`src/rtl/l1_cache_pkg.sv`:
```
// Shared L1 cache geometry and the refill FSM state encoding, used by the
// refill buffer today and by the cache controller later.
package l1_cache_pkg;
  localparam int LINE_BITS     = 1024;
  localparam int BEAT_BITS     = 64;
  localparam int SET_BITS      = 8;
  localparam int BEATS         = LINE_BITS / BEAT_BITS;
  localparam int WMASK_BITS    = LINE_BITS / 8;
  localparam int BEAT_CNT_BITS = $clog2(BEATS);

  typedef logic [SET_BITS-1:0] set_idx_t;

  typedef enum logic [1:0] {
    ST_IDLE  = 2'd0,
    ST_FILL  = 2'd1,
    ST_WRITE = 2'd2,
    ST_DONE  = 2'd3
  } refill_state_e;
endpackage

```
`src/rtl/l1_refill_buffer_if.sv`:
```
// Refill request / beat stream / SRAM write port / status bundle of the
// refill buffer. slave = the refill buffer, master = the surrounding logic.
interface l1_refill_buffer_if;
  import l1_cache_pkg::*;

  logic                  req_valid;
  set_idx_t              req_set;
  logic                  req_ready;
  logic                  beat_valid;
  logic [BEAT_BITS-1:0]  beat_data;
  logic                  beat_last;
  logic                  beat_ready;
  logic                  sram_csb;
  set_idx_t              sram_addr;
  logic [WMASK_BITS-1:0] sram_wmask;
  logic [LINE_BITS-1:0]  sram_din;
  logic                  fill_active;
  set_idx_t              fill_set;
  logic                  done_valid;
  set_idx_t              done_set;
  logic                  err;

  modport slave (
    input  req_valid, req_set, beat_valid, beat_data, beat_last,
    output req_ready, beat_ready, sram_csb, sram_addr, sram_wmask, sram_din,
           fill_active, fill_set, done_valid, done_set, err
  );

  modport master (
    output req_valid, req_set, beat_valid, beat_data, beat_last,
    input  req_ready, beat_ready, sram_csb, sram_addr, sram_wmask, sram_din,
           fill_active, fill_set, done_valid, done_set, err
  );
endinterface

```
`src/rtl/l1_line_assembler.sv`:
```
// Beat counter plus beat-indexed line register; flags a correctly terminated
// line or a malformed beat stream on the accepting handshake.
module l1_line_assembler
  import l1_cache_pkg::*;
(
  input  logic                 clk,
  input  logic                 rst,
  input  logic                 clear_i,
  input  logic                 beat_fire_i,
  input  logic [BEAT_BITS-1:0] beat_data_i,
  input  logic                 beat_last_i,
  output logic [LINE_BITS-1:0] line_o,
  output logic                 last_ok_o,
  output logic                 stream_err_o
);
  logic [BEAT_CNT_BITS-1:0] cnt_q, cnt_d;
  logic                     at_final;

  assign at_final = (cnt_q == BEAT_CNT_BITS'(BEATS - 1));

  always_comb begin
    cnt_d = cnt_q;
    if (clear_i)
      cnt_d = '0;
    else if (beat_fire_i)
      cnt_d = cnt_q + BEAT_CNT_BITS'(1);
  end

  always_ff @(posedge clk or posedge rst) begin
    if (rst)
      cnt_q <= '0;
    else
      cnt_q <= cnt_d;
  end

  // Line storage is never reset or cleared: every beat slot is rewritten
  // before a line can reach the SRAM.
  generate
    for (genvar gi = 0; gi < BEATS; gi++) begin : g_beat
      logic [BEAT_BITS-1:0] beat_q;

      always_ff @(posedge clk) begin
        if (beat_fire_i && (cnt_q == BEAT_CNT_BITS'(gi)))
          beat_q <= beat_data_i;
      end

      assign line_o[gi*BEAT_BITS +: BEAT_BITS] = beat_q;
    end
  endgenerate

  assign last_ok_o    = beat_fire_i && at_final && beat_last_i;
  assign stream_err_o = beat_fire_i && (beat_last_i != at_final);
endmodule

```
`src/rtl/l1_refill_buffer.sv`:
```
// Refill FSM: gathers BEATS beats into a line, commits it with one full-mask
// SRAM write, and reports the in-flight set to the read pipeline.
module l1_refill_buffer
  import l1_cache_pkg::*;
(
  input logic               clk,
  input logic               rst,
  l1_refill_buffer_if.slave bus
);
  refill_state_e         state_q, state_d;
  logic                  req_ready_q, req_ready_d;
  logic                  beat_ready_q, beat_ready_d;
  logic                  sram_csb_q, sram_csb_d;
  set_idx_t              sram_addr_q, sram_addr_d;
  logic [WMASK_BITS-1:0] sram_wmask_q, sram_wmask_d;
  logic                  fill_active_q, fill_active_d;
  set_idx_t              fill_set_q, fill_set_d;
  logic                  done_valid_q, done_valid_d;
  set_idx_t              done_set_q, done_set_d;
  logic                  err_q, err_d;

  logic                  accept, beat_fire, last_ok, stream_err;
  logic [LINE_BITS-1:0]  line;

  // The ready registers are high exactly in IDLE / FILL, so they qualify
  // the handshakes without a separate state decode.
  assign accept    = bus.req_valid && req_ready_q;
  assign beat_fire = bus.beat_valid && beat_ready_q;

  l1_line_assembler u_asm (
    .clk          (clk),
    .rst          (rst),
    .clear_i      (accept),
    .beat_fire_i  (beat_fire),
    .beat_data_i  (bus.beat_data),
    .beat_last_i  (bus.beat_last),
    .line_o       (line),
    .last_ok_o    (last_ok),
    .stream_err_o (stream_err)
  );

  always_ff @(posedge clk or posedge rst) begin
    if (rst) begin
      state_q       <= ST_IDLE;
      req_ready_q   <= 1'b1;
      beat_ready_q  <= 1'b0;
      sram_csb_q    <= 1'b1;
      sram_addr_q   <= '0;
      sram_wmask_q  <= '0;
      fill_active_q <= 1'b0;
      fill_set_q    <= '0;
      done_valid_q  <= 1'b0;
      done_set_q    <= '0;
      err_q         <= 1'b0;
    end else begin
      state_q       <= state_d;
      req_ready_q   <= req_ready_d;
      beat_ready_q  <= beat_ready_d;
      sram_csb_q    <= sram_csb_d;
      sram_addr_q   <= sram_addr_d;
      sram_wmask_q  <= sram_wmask_d;
      fill_active_q <= fill_active_d;
      fill_set_q    <= fill_set_d;
      done_valid_q  <= done_valid_d;
      done_set_q    <= done_set_d;
      err_q         <= err_d;
    end
  end

  always_comb begin
    state_d = state_q;
    unique case (state_q)
      ST_IDLE:  if (accept) state_d = ST_FILL;
      ST_FILL: begin
        if (stream_err)
          state_d = ST_IDLE;
        else if (last_ok)
          state_d = ST_WRITE;
      end
      ST_WRITE: state_d = ST_DONE;
      ST_DONE:  state_d = ST_IDLE;
      default:  state_d = ST_IDLE;
    endcase
  end

  // Outputs are decoded from the next state and registered, so each one
  // lines up with the cycle its state is occupied.
  always_comb begin
    req_ready_d   = (state_d == ST_IDLE);
    beat_ready_d  = (state_d == ST_FILL);
    sram_csb_d    = (state_d != ST_WRITE);
    sram_addr_d   = (state_d == ST_WRITE) ? fill_set_q : sram_addr_q;
    sram_wmask_d  = (state_d == ST_WRITE) ? '1 : '0;
    fill_active_d = (state_d != ST_IDLE);
    fill_set_d    = accept ? bus.req_set : fill_set_q;
    done_valid_d  = (state_d == ST_DONE);
    done_set_d    = (state_d == ST_DONE) ? fill_set_q : done_set_q;
    err_d         = (state_q == ST_FILL) && stream_err;
  end

  assign bus.req_ready   = req_ready_q;
  assign bus.beat_ready  = beat_ready_q;
  assign bus.sram_csb    = sram_csb_q;
  assign bus.sram_addr   = sram_addr_q;
  assign bus.sram_wmask  = sram_wmask_q;
  assign bus.sram_din    = line;
  assign bus.fill_active = fill_active_q;
  assign bus.fill_set    = fill_set_q;
  assign bus.done_valid  = done_valid_q;
  assign bus.done_set    = done_set_q;
  assign bus.err         = err_q;
endmodule

```
`src/flat_wrapper.sv`:
```
// flat-port wrapper written by rule: the top's interface ports become plain ports
module l1_refill_buffer_flat import l1_cache_pkg::*;
  (clk, rst, bus_req_valid, bus_req_set, bus_beat_valid, bus_beat_data, bus_beat_last, bus_req_ready, bus_beat_ready, bus_sram_csb, bus_sram_addr, bus_sram_wmask, bus_sram_din, bus_fill_active, bus_fill_set, bus_done_valid, bus_done_set, bus_err);
  l1_refill_buffer_if bus_i ();
  input logic clk;
  input logic rst;
  input wire logic [$bits(bus_i.req_valid)-1:0] bus_req_valid;
  input wire logic [$bits(bus_i.req_set)-1:0] bus_req_set;
  input wire logic [$bits(bus_i.beat_valid)-1:0] bus_beat_valid;
  input wire logic [$bits(bus_i.beat_data)-1:0] bus_beat_data;
  input wire logic [$bits(bus_i.beat_last)-1:0] bus_beat_last;
  output wire logic [$bits(bus_i.req_ready)-1:0] bus_req_ready;
  output wire logic [$bits(bus_i.beat_ready)-1:0] bus_beat_ready;
  output wire logic [$bits(bus_i.sram_csb)-1:0] bus_sram_csb;
  output wire logic [$bits(bus_i.sram_addr)-1:0] bus_sram_addr;
  output wire logic [$bits(bus_i.sram_wmask)-1:0] bus_sram_wmask;
  output wire logic [$bits(bus_i.sram_din)-1:0] bus_sram_din;
  output wire logic [$bits(bus_i.fill_active)-1:0] bus_fill_active;
  output wire logic [$bits(bus_i.fill_set)-1:0] bus_fill_set;
  output wire logic [$bits(bus_i.done_valid)-1:0] bus_done_valid;
  output wire logic [$bits(bus_i.done_set)-1:0] bus_done_set;
  output wire logic [$bits(bus_i.err)-1:0] bus_err;
  assign bus_i.req_valid = bus_req_valid;
  assign bus_i.req_set = bus_req_set;
  assign bus_i.beat_valid = bus_beat_valid;
  assign bus_i.beat_data = bus_beat_data;
  assign bus_i.beat_last = bus_beat_last;
  assign bus_req_ready = bus_i.req_ready;
  assign bus_beat_ready = bus_i.beat_ready;
  assign bus_sram_csb = bus_i.sram_csb;
  assign bus_sram_addr = bus_i.sram_addr;
  assign bus_sram_wmask = bus_i.sram_wmask;
  assign bus_sram_din = bus_i.sram_din;
  assign bus_fill_active = bus_i.fill_active;
  assign bus_fill_set = bus_i.fill_set;
  assign bus_done_valid = bus_i.done_valid;
  assign bus_done_set = bus_i.done_set;
  assign bus_err = bus_i.err;
  l1_refill_buffer u_core (.clk(clk), .rst(rst), .bus(bus_i));
endmodule
```
`config.mk`:
```
export PLATFORM = sky130hd
export DESIGN_NAME = l1_refill_buffer_flat
export DESIGN_NICKNAME = d
export VERILOG_FILES = /design/src/rtl/l1_cache_pkg.sv /design/src/rtl/l1_refill_buffer_if.sv /design/src/rtl/l1_line_assembler.sv /design/src/rtl/l1_refill_buffer.sv /design/src/flat_wrapper.sv
export SDC_FILE = /design/constraint.sdc
export NUM_CORES = 1
export LEC_CHECK = 0
export ABC_AREA = 1
export CAP_MARGIN = 5
export CORE_AREA = 2 2 484 486
export DETAILED_ROUTE_END_ITERATION = 16
export DIE_AREA = 0 0 486 488
export PLACE_DENSITY = 0.41
export RECOVER_POWER = 50
export SLEW_MARGIN = 20
export SYNTH_ARGS = -nofsm -noshare
export SYNTH_HDL_FRONTEND = slang
export SYNTH_SLANG_ARGS = --single-unit
```
`constraint.sdc`:
```
create_clock -name clk -period 13.55 [get_ports clk]
set_input_delay 2.71 -clock clk [delete_from_list [all_inputs] [get_ports clk]]
set_output_delay 2.71 -clock clk [all_outputs]
set_load 0.02 [all_outputs]
```
-- Word level (Yosys, flattened, before mapping)
Cells that the tools add are included.
- ROM bits: 0
- register bits after elaboration: 1188
- bits in latches: 0
- input port bits: 77
- logic and storage cells: 85
- output and inout port bits: 1182
- memories kept: 0
- bits in writable memories: 0
- add/subtract/negate cells: 1
- shift operators: 0
- div/mod/pow operators: 0
- bitwise operators: 0
- order comparisons: 0
- reduce and logical (&&, ||, !) cells: 26
- equal/unequal tests: 23
- mux-type cells: 7
- multiply operators: 0
- operators by type and width (operator ; count):
    128-bit 2-to-1 mux ; 1
    4-bit equality test, second input constant ; 8
    1-bit logical AND ; 21
    4-bit by 3-bit equality test with 1-bit output, second input constant ; 4
    2-bit equality test, second input constant ; 4
    4-bit by 2-bit equality test with 1-bit output, second input constant ; 2
    4-bit 2-to-1 mux ; 2
    2-bit one-hot mux with 4 select lines ; 1
    2-bit 2-to-1 mux ; 3
    4-bit by 1-bit adder with 4-bit output, second input constant ; 1
    2-bit by 1-bit equality test with 1-bit output, second input constant ; 2
    4-bit by 1-bit equality test with 1-bit output, second input constant ; 1
    2-bit logical NOT ; 2
    4-bit logical NOT ; 1
    2-bit nonzero test ; 2
    2-bit != test, second input constant ; 1
    1-bit != test ; 1

-- Logic depth before layout (Yosys ltp)
Gate-level depths: netlist of the first run.
- depth after elaboration: 8
- gate-level depth with buffers: 7
- mapped depth without buffers: 7

-- Hierarchy
A second synthesis of the first run with hierarchy kept.
- cells, all modules: 1335
- area, all modules: 33373.3 um2
- by module, submodules not included (module ; sequential area each (um2) ; area each (um2) ; instances ; cells an instance):
    l1_line_assembler ; 30849.6 ; 31143.6 ; 1 ; 1085
    l1_refill_buffer ; 828.3 ; 2229.6 ; 1 ; 250

-- Least setup slack after synthesis of the first run
Ideal clock, no wire load.
- path type: input to register
- start point: in bus_beat_valid
- end point: reg u_core.u_asm.g_beat[7].beat_q[0], enable pin
- library setup time: 565 ps
- buffers on the path: 0
- setup slack: 5553 ps
- required time: 12985 ps
- cell stages on the path: 4
- arrival time: 7433 ps
- cell sequence: nand2_1 -> inv_1 -> nand2_1 -> nor3_1
- word-level cells in the longest chain between the ends: 2
- RTL lines (what ; RTL line ; source):
    start: declaration ; flat_wrapper.sv:9 ; input wire logic [$bits(bus_i.beat_valid)-1:0] bus_beat_valid;
    1-bit logical AND ; l1_refill_buffer.sv:28 ; assign beat_fire = bus.beat_valid && beat_ready_q;
    1-bit logical AND ; l1_line_assembler.sv:43 ; if (beat_fire_i && (cnt_q == BEAT_CNT_BITS'(gi)))
    end signal: assignment ; l1_line_assembler.sv:44 ; beat_q <= beat_data_i;
    end: declaration ; l1_line_assembler.sv:40 ; logic [BEAT_BITS-1:0] beat_q;
Every way passes these cells.
A chain may end at the register's enable or synchronous reset.

-- Worst setup path after layout of the first run
- start point: in bus_beat_valid
- end point: reg u_core.u_asm.g_beat[0].beat_q[49], enable pin
- word-level cells in the longest chain between the ends: 2
- RTL lines (what ; RTL line):
    1-bit logical AND ; l1_refill_buffer.sv:28
    1-bit logical AND ; l1_line_assembler.sv:43
    end signal: assignment ; l1_line_assembler.sv:44
    end: declaration ; l1_line_assembler.sv:40
Every way passes these cells.

==> flow_metrics.py, run 1 <==
metrics = {
    "run_status": {
        "status": "finished, violations left",
        "violations": "max-capacitance violations, max-slew violations",
    },
    "floorplan": {
        "die_h_um": 488,
        "start_util_pct": 14.4,
        "num_rows": 177,
        "die_area_um2": 237000,
        "die_x_um": 486,
        "core_area_um2": 232000,
        "ios": 1259,
    },
    "sta": {
        "worst_slack_ns": 6.42,
        "timing.hold.ws_ns": 0.479,
        "fmax_ghz": 0.140,
        "rsz0062_at_grt": "false",
        "finalCritPeriodShare_pct": 52.6,
        "setup_tns_ns": 0,
        "max-slew-margin-rel_pct": -173,
        "skew_ns": 0.0602,
        "hold_viol": 0,
        "setup_viol": 0,
        "slew_viol_final": 685,
        "period_needed_ns": 7.13,
        "tightest_slew_ns": 4.09,
    },
    "drt": {
        "drcViolationCount": 0,
        "dr.first_iter.drc_count": 1122,
        "wl_per_cell_um": 24.2,
        "vias": 17900,
        "detail_route.vias_per_cell": 3.11,
        "wl_mm": 140,
        "drtAntennaViolNets": 0,
        "drt_pass1_iterations": 5,
    },
    "cts": {
        "post_cts_buffers": 0,
        "cts_hold_buf": 0,
        "cts-resized-gates": 0,
        "cts_root_buffer": "clkbuf_16",
        "cts_buffers": 118,
        "cts_tree": "yes",
        "clk_latency_ns": 0.79,
        "cts_sinks": 1061,
        "cts_buffer_depth": 3,
        "h-tree-depth": 3,
        "clk_pin_slew_ns": 0.06,
    },
    "synthesis": {
        "syn_nets": 1401,
        "ys_seq_area_share_pct": 95.2,
        "synth_edf_count": 1024,
        "yosysTopAreaCellShare_pct": 92.4,
        "yosys_warnings": 0,
        "synth_most_common_cell": "edfxtp_1",
        "syn_area_um2": 33300,
        "synth.distinct_cells": 22,
        "synth_area_leaders": "edfxtp_1, buf_4, dfrtp_1",
        "ys_async_sr_fraction_pct": 3.49,
        "synth_area_per_cell_um2": 25.2,
        "synth_top_cells_by_count": "edfxtp_1, buf_4, nand2_1, dfrtp_1, nor2_1",
        "ys_ff_latch": 1061,
        "syn_inst": 1320,
        "yosysTopAreaCell": "edfxtp_1",
        "ys.flop_type": "edfxtp_1",
    },
    "critical_path": {
        "worstSetupPathType": "in2reg",
        "critPathMaxFanout": 33,
        "required_ns": 13.93,
        "crit_path_end_kind": "flop",
        "cp.arrival_ns": 7.51,
        "crit_path_start_kind": "input port",
    },
    "power": {
        "p_per_area_nw_per_um2": 148,
        "max-vdd-ir-drop_mv": 0.125,
        "leakage_nw": 16.9,
        "p_total_mw": 7.83,
    },
    "layout": {
        "area_growth_pct": 59.0,
        "layoutNonFillerInstCount": 5764,
        "nets": 2694,
        "postLayoutCellArea_um2": 52900,
        "drive_above_1_share_pct": 7.33,
        "final_core_util_pct": 22.8,
    },
    "place": {
        "io_buffers": 1258,
        "place_ws_ns": 7.21,
        "place_area_um2": 49100,
        "gp_congestion": 0.730,
        "place_inst": 5536,
        "hpwl_mm": 96.4,
    },
    "global_routing": {
        "gr-usage-met2_pct": 19.2,
        "grt_pass1_wl_mm": 179,
        "grt_overflow": 0,
        "use_met3_pct": 4.40,
        "antenna_found_initial": 9,
        "grt_max_degree": 129,
        "top_usage_layer": "met2",
        "grt_use_met1_pct": 12.6,
        "grt_pass1_vias": 18100,
        "grt.total_usage_pct": 11.2,
    },
    "flow_run": {
        "cap_violations": 26,
    },
    "min_path": {
        "hold_class": "reg2reg",
    },
}
## report_power, final
group | switching, mW | total [mW] | internal [mW]
clock network | 1.39 | 3.30 | 1.91
registers | 0.0452 | 3.82 | 3.77
logic | 0.486 | 0.709 | 0.223
## cells by family (layout without fill, tap and decap cells)
| group | count (synthesis) | count (layout) | share of synthesized area, % |
|---|---|---|---|
| other cells | 0 | 6 | 0 |
| flops | 1061 | 1061 | 95.2 |
| buf+inv | 151 | 1546 | 3.16 |
| compound gates | 33 | 33 | 0.602 |
| fa+ha+maj | 4 | 4 | 0.150 |
| simple gates | 71 | 71 | 0.899 |
## critical path, cell delays in order
cell and delay (ns):
dlygate4sd3_1 0.54, nand2_1 0.06, clkbuf_1 0.21, inv_1 0.25
nand2_1 0.23, nor2_4 0.12, clkbuf_1 2.41, buf_4 0.85
## registers in the layout, summed over array words and instances, names as in the netlist
name,cells
u_core.bus.fill_active,1
u_core.bus.err,1
u_core.bus.req_ready,1
u_core.bus.sram_wmask,1
u_core.bus.sram_addr,8
u_core.u_asm.cnt_q,4
u_core.bus.done_valid,1
u_core.state_q,2
u_core.bus.sram_csb,1
u_core.bus.beat_ready,1
u_core.bus.fill_set,8
u_core.u_asm.g_beat.beat_q,1024
u_core.bus.done_set,8
## per-layer routing
layer	wire length (um)	up-vias
met5	13	-
met4	3950	2
li1	-	7626
met1	53800	9150
met3	13000	190
met2	68700	949
## final cells by class
type	instances	area (um2)
antenna	6	15.0
clock buffer	140	3070
clock inverter	82	927
fill	24100	179000
inverter	21	78.8
multi-input combinational	108	549
sequential	1061	31700
tap	3043	3810
timing repair buffer	1303	12800
## worst paths after layout
kind	from	to	slack, ns	depth (start not counted)
setup / recovery	bus_beat_valid	u_core.u_asm.g_beat[0].beat_q[49]	6.42	8
max in group asynchronous	rst	u_core.bus.sram_wmask[108]	8.75	3
setup reg to reg	u_core.bus.beat_ready	u_core.u_asm.g_beat[0].beat_q[49]	8.57	7
hold / removal	u_core.state_q[0]	u_core.bus.done_valid	0.48	1
min in group asynchronous	rst	u_core.bus.sram_wmask[108]	3.23	3
hold reg to reg	u_core.state_q[0]	u_core.bus.done_valid	0.48	1
## layout by cell type (no fill, tap or decap), types with 2 or more instances in the layout
cell and count:
clkdlybuf4s50_1 1107, edfxtp_1 1024, dlygate4sd3_1 144, clkbuf_16 119, clkbuf_1 57, nand2_1 43
dfrtp_1 34, clkinv_1 29, o21ai_0 27, clkinv_2 24, inv_1 20, nor2_1 18
bufinv_16 15, buf_4 15, diode_2 6, nor2_4 6, clkinv_16 5, a21oi_1 4
ha_1 4, clkinvlp_4 4, nand3_1 2, clkinv_4 2, inv_6 2, dfstp_2 2
(Power assumes the default switching activity.)
==> run 2, diff against run 1 <==
Settings changed: CORE_AREA 2 2 484 486 to 2 2 495 497, DIE_AREA 0 0 486 488 to 0 0 497 499.
Clock period 13.55 ns to 6.3 ns, I/O delays scaled along.
==> flow_metrics.py, run 2 (synthesis gave the netlist of run 1 again) <==
metrics = {
    "critical_path": {
        "cp.arrival_ns": 4.97,
        "ff2ff_path_depth": 5,
        "critPathMaxFanout": 35,
        "regToRegStartpoint": "u_core.bus.beat_ready",
        "worstSetupPathType": "in2reg",
        "crit_path_start_kind": "input port",
        "rrSetupSlack_ns": 2.24,
        "crit_start": "bus_beat_valid",
        "timing.critical_path.to": "u_core.u_asm.g_beat[0].beat_q[26]",
        "required_ns": 6.60,
        "r2r_end": "u_core.u_asm.g_beat[0].beat_q[26]",
        "crit_path_end_kind": "flop",
    },
    "power": {
        "sw_frac_of_total_pct": 24.9,
        "pwr-share-seq_pct": 49.7,
        "pwr-share-clk_pct": 41.2,
        "p_per_area_nw_per_um2": 313,
        "max-vdd-ir-drop_mv": 0.201,
        "comb_power_share_pct": 9.1,
        "switching_power_mw": 4.12,
        "p_int_mw": 12.5,
        "leakage_nw": 16.9,
    },
    "layout": {
        "postLayoutCellArea_um2": 53000,
        "final_common_cell": "clkdlybuf4s50_1",
        "largest_reg_flops": 1024,
        "drive_above_1_share_pct": 7.18,
        "top_register": "u_core.u_asm.g_beat.beat_q",
        "layoutNonFillerInstCount": 5915,
        "nets": 2687,
        "layout_common_cells": "clkdlybuf4s50_1, edfxtp_1, dlygate4sd3_1, clkbuf_16, clkbuf_1",
        "area_growth_pct": 59.1,
    },
    "sta": {
        "period_needed_ns": 4.68,
        "slew_viol_final": 620,
        "setup_viol": 0,
        "fmax_ghz": 0.214,
        "tightest_slew_ns": 3.15,
        "finalCritPeriodShare_pct": 74.2,
        "skew_ns": 0.0388,
        "worst_slack_ns": 1.62,
        "max-slew-margin-rel_pct": -110,
        "rsz0062_at_grt": "false",
        "setup_tns_ns": 0,
        "hold_viol": 0,
    },
    "floorplan": {
        "start_util_pct": 13.7,
        "die_h_um": 499,
        "die_x_um": 497,
        "ios": 1259,
        "num_rows": 181,
        "core_area_um2": 243000,
        "die_area_um2": 248000,
    },
    "drt": {
        "detail_route.vias_per_cell": 3.03,
        "vias": 17900,
        "dr_wl_met2_mm": 70.8,
        "wl_met3_mm": 14.9,
        "wl_per_cell_um": 24.1,
        "top_layer_used": "met5",
        "m1WireLength_mm": 53.8,
        "drtAntennaViolNets": 0,
        "dr.first_iter.drc_count": 1207,
        "drcViolationCount": 0,
        "drt_pass1_iterations": 4,
        "wl_mm": 142,
    },
    "place": {
        "place_inst": 5688,
        "gp_congestion": 0.730,
        "place_area_um2": 49300,
        "place_ws_ns": 1.87,
        "io_buffers": 1258,
        "hpwl_mm": 99.0,
    },
    "global_routing": {
        "grt_pass1_wl_mm": 183,
        "grt_max_degree": 129,
        "grt_overflow": 0,
        "grt_pass1_vias": 18400,
        "grt.total_usage_pct": 11.0,
        "antenna_found_initial": 24,
    },
    "min_path": {
        "whs_path_depth": 1,
        "hold_class": "reg2reg",
    },
    "run_status": {
        "status": "finished, violations left",
        "violations": "max-capacitance violations, max-slew violations",
    },
    "cts": {
        "clk_latency_ns": 0.76,
        "cts_sinks": 1061,
        "cts_hold_buf": 0,
        "cts_buffer_depth": 3,
        "cts_tree": "yes",
        "clk_pin_slew_ns": 0.06,
        "cts_buffers": 117,
        "h-tree-depth": 3,
        "cts_root_buffer": "clkbuf_16",
        "cts-resized-gates": 0,
        "post_cts_buffers": 0,
    },
    "flow_run": {
        "cap_violations": 25,
    },
}
-- run 2: cell types whose count changed in the layout (fill, tap and decap cells not counted), sizes merged, moves of 6 or more --
cell / change
bufinv: -6
clkbuf: +6
clkdlybuf4s50: -59
clkinv: -8
dlygate4sd3: +52
-- run 2: routing by layer --
layer / GRT usage [%] / vias to the layer above
li1: - / 7617
met3: 5.15 / 145
met1: 12.1 / 9097
met5: 0 / -
met2: 19.0 / 1030
met4: 2.60 / 4
-- run 2: final cells by class --
type,instances,area [um2]
Inverter,21,78.8
Clock inverter,70,724
Multi-Input combinational cell,108,564
Tap cell,3202,4010
Sequential cell,1061,31700
Fill cell,25300,190000
Clock buffer,146,3080
Antenna cell,10,25.0
Timing Repair Buffer,1297,12800
-- run 2: worst min path at each step --
stage,from,to
floorplan,u_core.state_q[0],u_core.bus.done_valid
global placement,u_core.bus.sram_addr[2],u_core.bus.sram_addr[2]
detailed placement,u_core.bus.sram_addr[0],u_core.bus.sram_addr[0]
CTS,u_core.bus.sram_addr[0],u_core.bus.sram_addr[0]
global route,u_core.bus.done_set[0],u_core.bus.done_set[0]
finish,u_core.state_q[0],u_core.bus.done_valid
-- run 2: through the flow --
step                      utilization, %  power, mW  hold WS (ns)
final                               21.8       16.6         0.491
after floorplan                        -       8.92         0.441
after global placement              20.3       10.0         0.465
after CTS                           21.9       16.9         0.491
after detailed placement            20.3       9.99         0.473
after global routing                21.8       17.2         0.520
-- run 2: worst max-delay path, stage by stage --
cell and delay [ns]:
dlygate4sd3_1 0.55, nand2_1 0.22, inv_1 0.27, nand2_1 0.23, nor2_1 0.23, clkbuf_1 2.06
-- run 2: power by group through the flow --
stage	Clock (mW)	Sequential, mW	Combinational, mW
6_report	6.83	8.23	1.51
5_1_grt	7.34	8.26	1.61
4_1_cts	7.08	8.22	1.63
3_5_place_dp	0	8.36	1.63
3_3_place_gp	0	8.36	1.64
2_1_floorplan	0	8.70	0.221
==> run 3, diff against run 2 <==
Clock period 6.3 ns to 3.85 ns, I/O delays scaled along.
==> flow_metrics.py, run 3 (synthesis gave the netlist of run 1 again) <==
metrics = {
    "run_status": {
        "status": "finished, violations left",
        "violations": "max-capacitance violations, max-slew violations",
    },
    "sta": {
        "skew_ns": 0.0818,
        "tightest_slew_ns": 2.41,
        "fmax_ghz": 0.299,
        "period_needed_ns": 3.35,
        "setup_viol": 0,
        "worst_slack_ns": 0.502,
        "slew_viol_final": 406,
        "finalCritPeriodShare_pct": 87.0,
        "rsz0062_at_grt": "false",
        "timing.hold.ws_ns": 0.488,
        "max-slew-margin-rel_pct": -60.8,
        "hold_viol": 0,
        "setup_tns_ns": 0,
    },
    "layout": {
        "drive_above_1_share_pct": 7.93,
        "n_fill_cell": 25200,
        "ff_latch_area_um2": 31700,
        "layout_common_cells": "clkdlybuf4s50_1, edfxtp_1, clkbuf_16, dlygate4sd3_1, clkbuf_1",
        "layoutNonFillerInstCount": 5931,
        "postLayoutCellArea_um2": 53300,
        "final_common_cell": "clkdlybuf4s50_1",
        "final_core_util_pct": 22.0,
        "largest_reg_flops": 1024,
        "area_growth_pct": 60.0,
        "nets": 2709,
        "multi_input_area_um2": 529,
        "top_register": "u_core.u_asm.g_beat.beat_q",
    },
    "drt": {
        "detail_route.vias_per_cell": 3.03,
        "drtAntennaViolNets": 0,
        "wl_mm": 142,
        "wl_per_cell_um": 23.9,
        "drcViolationCount": 0,
        "vias": 18000,
        "drt_pass1_iterations": 5,
        "dr.first_iter.drc_count": 1079,
    },
    "global_routing": {
        "grt_overflow": 0,
        "grt_use_met1_pct": 12.3,
        "top_usage_layer": "met2",
        "grt_pass1_wl_mm": 183,
        "grt_pass1_vias": 18400,
        "gr-usage-met2_pct": 18.7,
        "grt.total_usage_pct": 10.9,
        "grt_max_degree": 129,
        "use_met3_pct": 4.72,
        "antenna_found_initial": 17,
    },
    "critical_path": {
        "ff2ff_path_depth": 5,
        "required_ns": 4.16,
        "worst_path_max_delay_cell": "clkbuf_2",
        "crit_path_end_kind": "flop",
        "critPathMaxStageDelay_ns": 1.13,
        "crit_path_frequent_cell": "nand2_1",
        "worstSetupPathType": "in2reg",
        "path_cells": "dlygate4sd3_1, nand2_1, inv_1, nand2_1, nor3_1, clkbuf_2",
        "regToRegStartpoint": "u_core.bus.beat_ready",
        "crit_path_start_kind": "input port",
        "cp.arrival_ns": 3.66,
        "rrSetupSlack_ns": 0.69,
        "critPathMaxFanout": 40,
        "r2r_end": "u_core.u_asm.g_beat[7].beat_q[4]",
    },
    "place": {
        "io_buffers": 1258,
        "gp_congestion": 0.717,
        "place_inst": 5707,
        "place_ws_ns": 0.278,
        "place_area_um2": 49700,
        "hpwl_mm": 98.5,
    },
    "cts": {
        "h-tree-depth": 3,
        "clk_pin_slew_ns": 0.06,
        "cts-resized-gates": 0,
        "cts_root_buffer": "clkbuf_16",
        "cts_tree": "yes",
        "post_cts_buffers": 0,
        "cts_sinks": 1061,
        "clk_latency_ns": 0.79,
        "cts_buffers": 120,
        "cts_buffer_depth": 3,
        "cts_hold_buf": 0,
    },
    "floorplan": {
        "core_area_um2": 243000,
        "die_h_um": 499,
        "num_rows": 181,
        "start_util_pct": 13.7,
        "die_x_um": 497,
        "die_area_um2": 248000,
        "ios": 1259,
    },
    "min_path": {
        "whs_path_depth": 1,
        "worstHoldStart": "u_core.state_q[0]",
        "hold_class": "reg2reg",
        "whs_endpoint": "u_core.bus.done_valid",
    },
    "power": {
        "p_per_area_nw_per_um2": 518,
        "max-vdd-ir-drop_mv": 0.371,
        "p_total_mw": 27.6,
        "leakage_nw": 17.0,
    },
    "flow_run": {
        "cap_violations": 14,
    },
}
[run 3: cell types whose count changed in the layout (fill, tap and decap cells not counted), sizes merged, moves of 2 or more]
cell / before / now
clkbuf: 183 / 189
bufinv: 9 / 14
clkinv: 53 / 50
dlygate4sd3: 196 / 60
clkdlybuf4s50: 1048 / 1192
clkinvlp: 2 / 4
diode: 10 / 6
[run 3: metal layers]
layer / wire (um) / up-vias
li1: - / 7656
met1: 54400 / 9177
met2: 69500 / 1000
met3: 14200 / 160
met4: 3510 / 2
met5: 13 / -
[run 3: area by class of cell]
| cell class | instances | area share, % |
|---|---|---|
| multi-input cells | 108 | 0.994 |
| well taps | 3202 | 7.52 |
| repair buffers | 1316 | 24.3 |
| clock buffers | 142 | 5.79 |
| clock inverters | 75 | 1.69 |
| flip-flops and latches | 1061 | 59.5 |
| diodes | 6 | 0.0282 |
| inverters | 21 | 0.148 |
[run 3: worst max path at each step]
stage | startpoint | to | cells after the start
after floorplan | bus_beat_valid | u_core.u_asm.g_beat[11].beat_q[0] | 4
after global placement | bus_beat_valid | u_core.u_asm.g_beat[3].beat_q[30] | 6
after detailed placement | bus_beat_valid | u_core.u_asm.g_beat[3].beat_q[12] | 6
after CTS | u_core.bus.sram_wmask[108] | bus_sram_wmask[91] | 1
after global routing | rst | u_core.bus.sram_wmask[108] | 3
final | bus_beat_valid | u_core.u_asm.g_beat[7].beat_q[4] | 6
[run 3: power by group]
group	internal [mW]	switching [mW]	total, mW	leakage (nW)
Clock	6.69	4.95	11.6	1.93
Combinational	0.803	1.71	2.51	5.40
Sequential	13.3	0.164	13.4	9.67
Total	20.8	6.82	27.6	17.0
[run 3: critical path, delay by kind of cell]
| kind | cells | cell delay (ns) |
|---|---|---|
| buf+inv | 3 | 1.93 |
| simple gates | 3 | 0.72 |
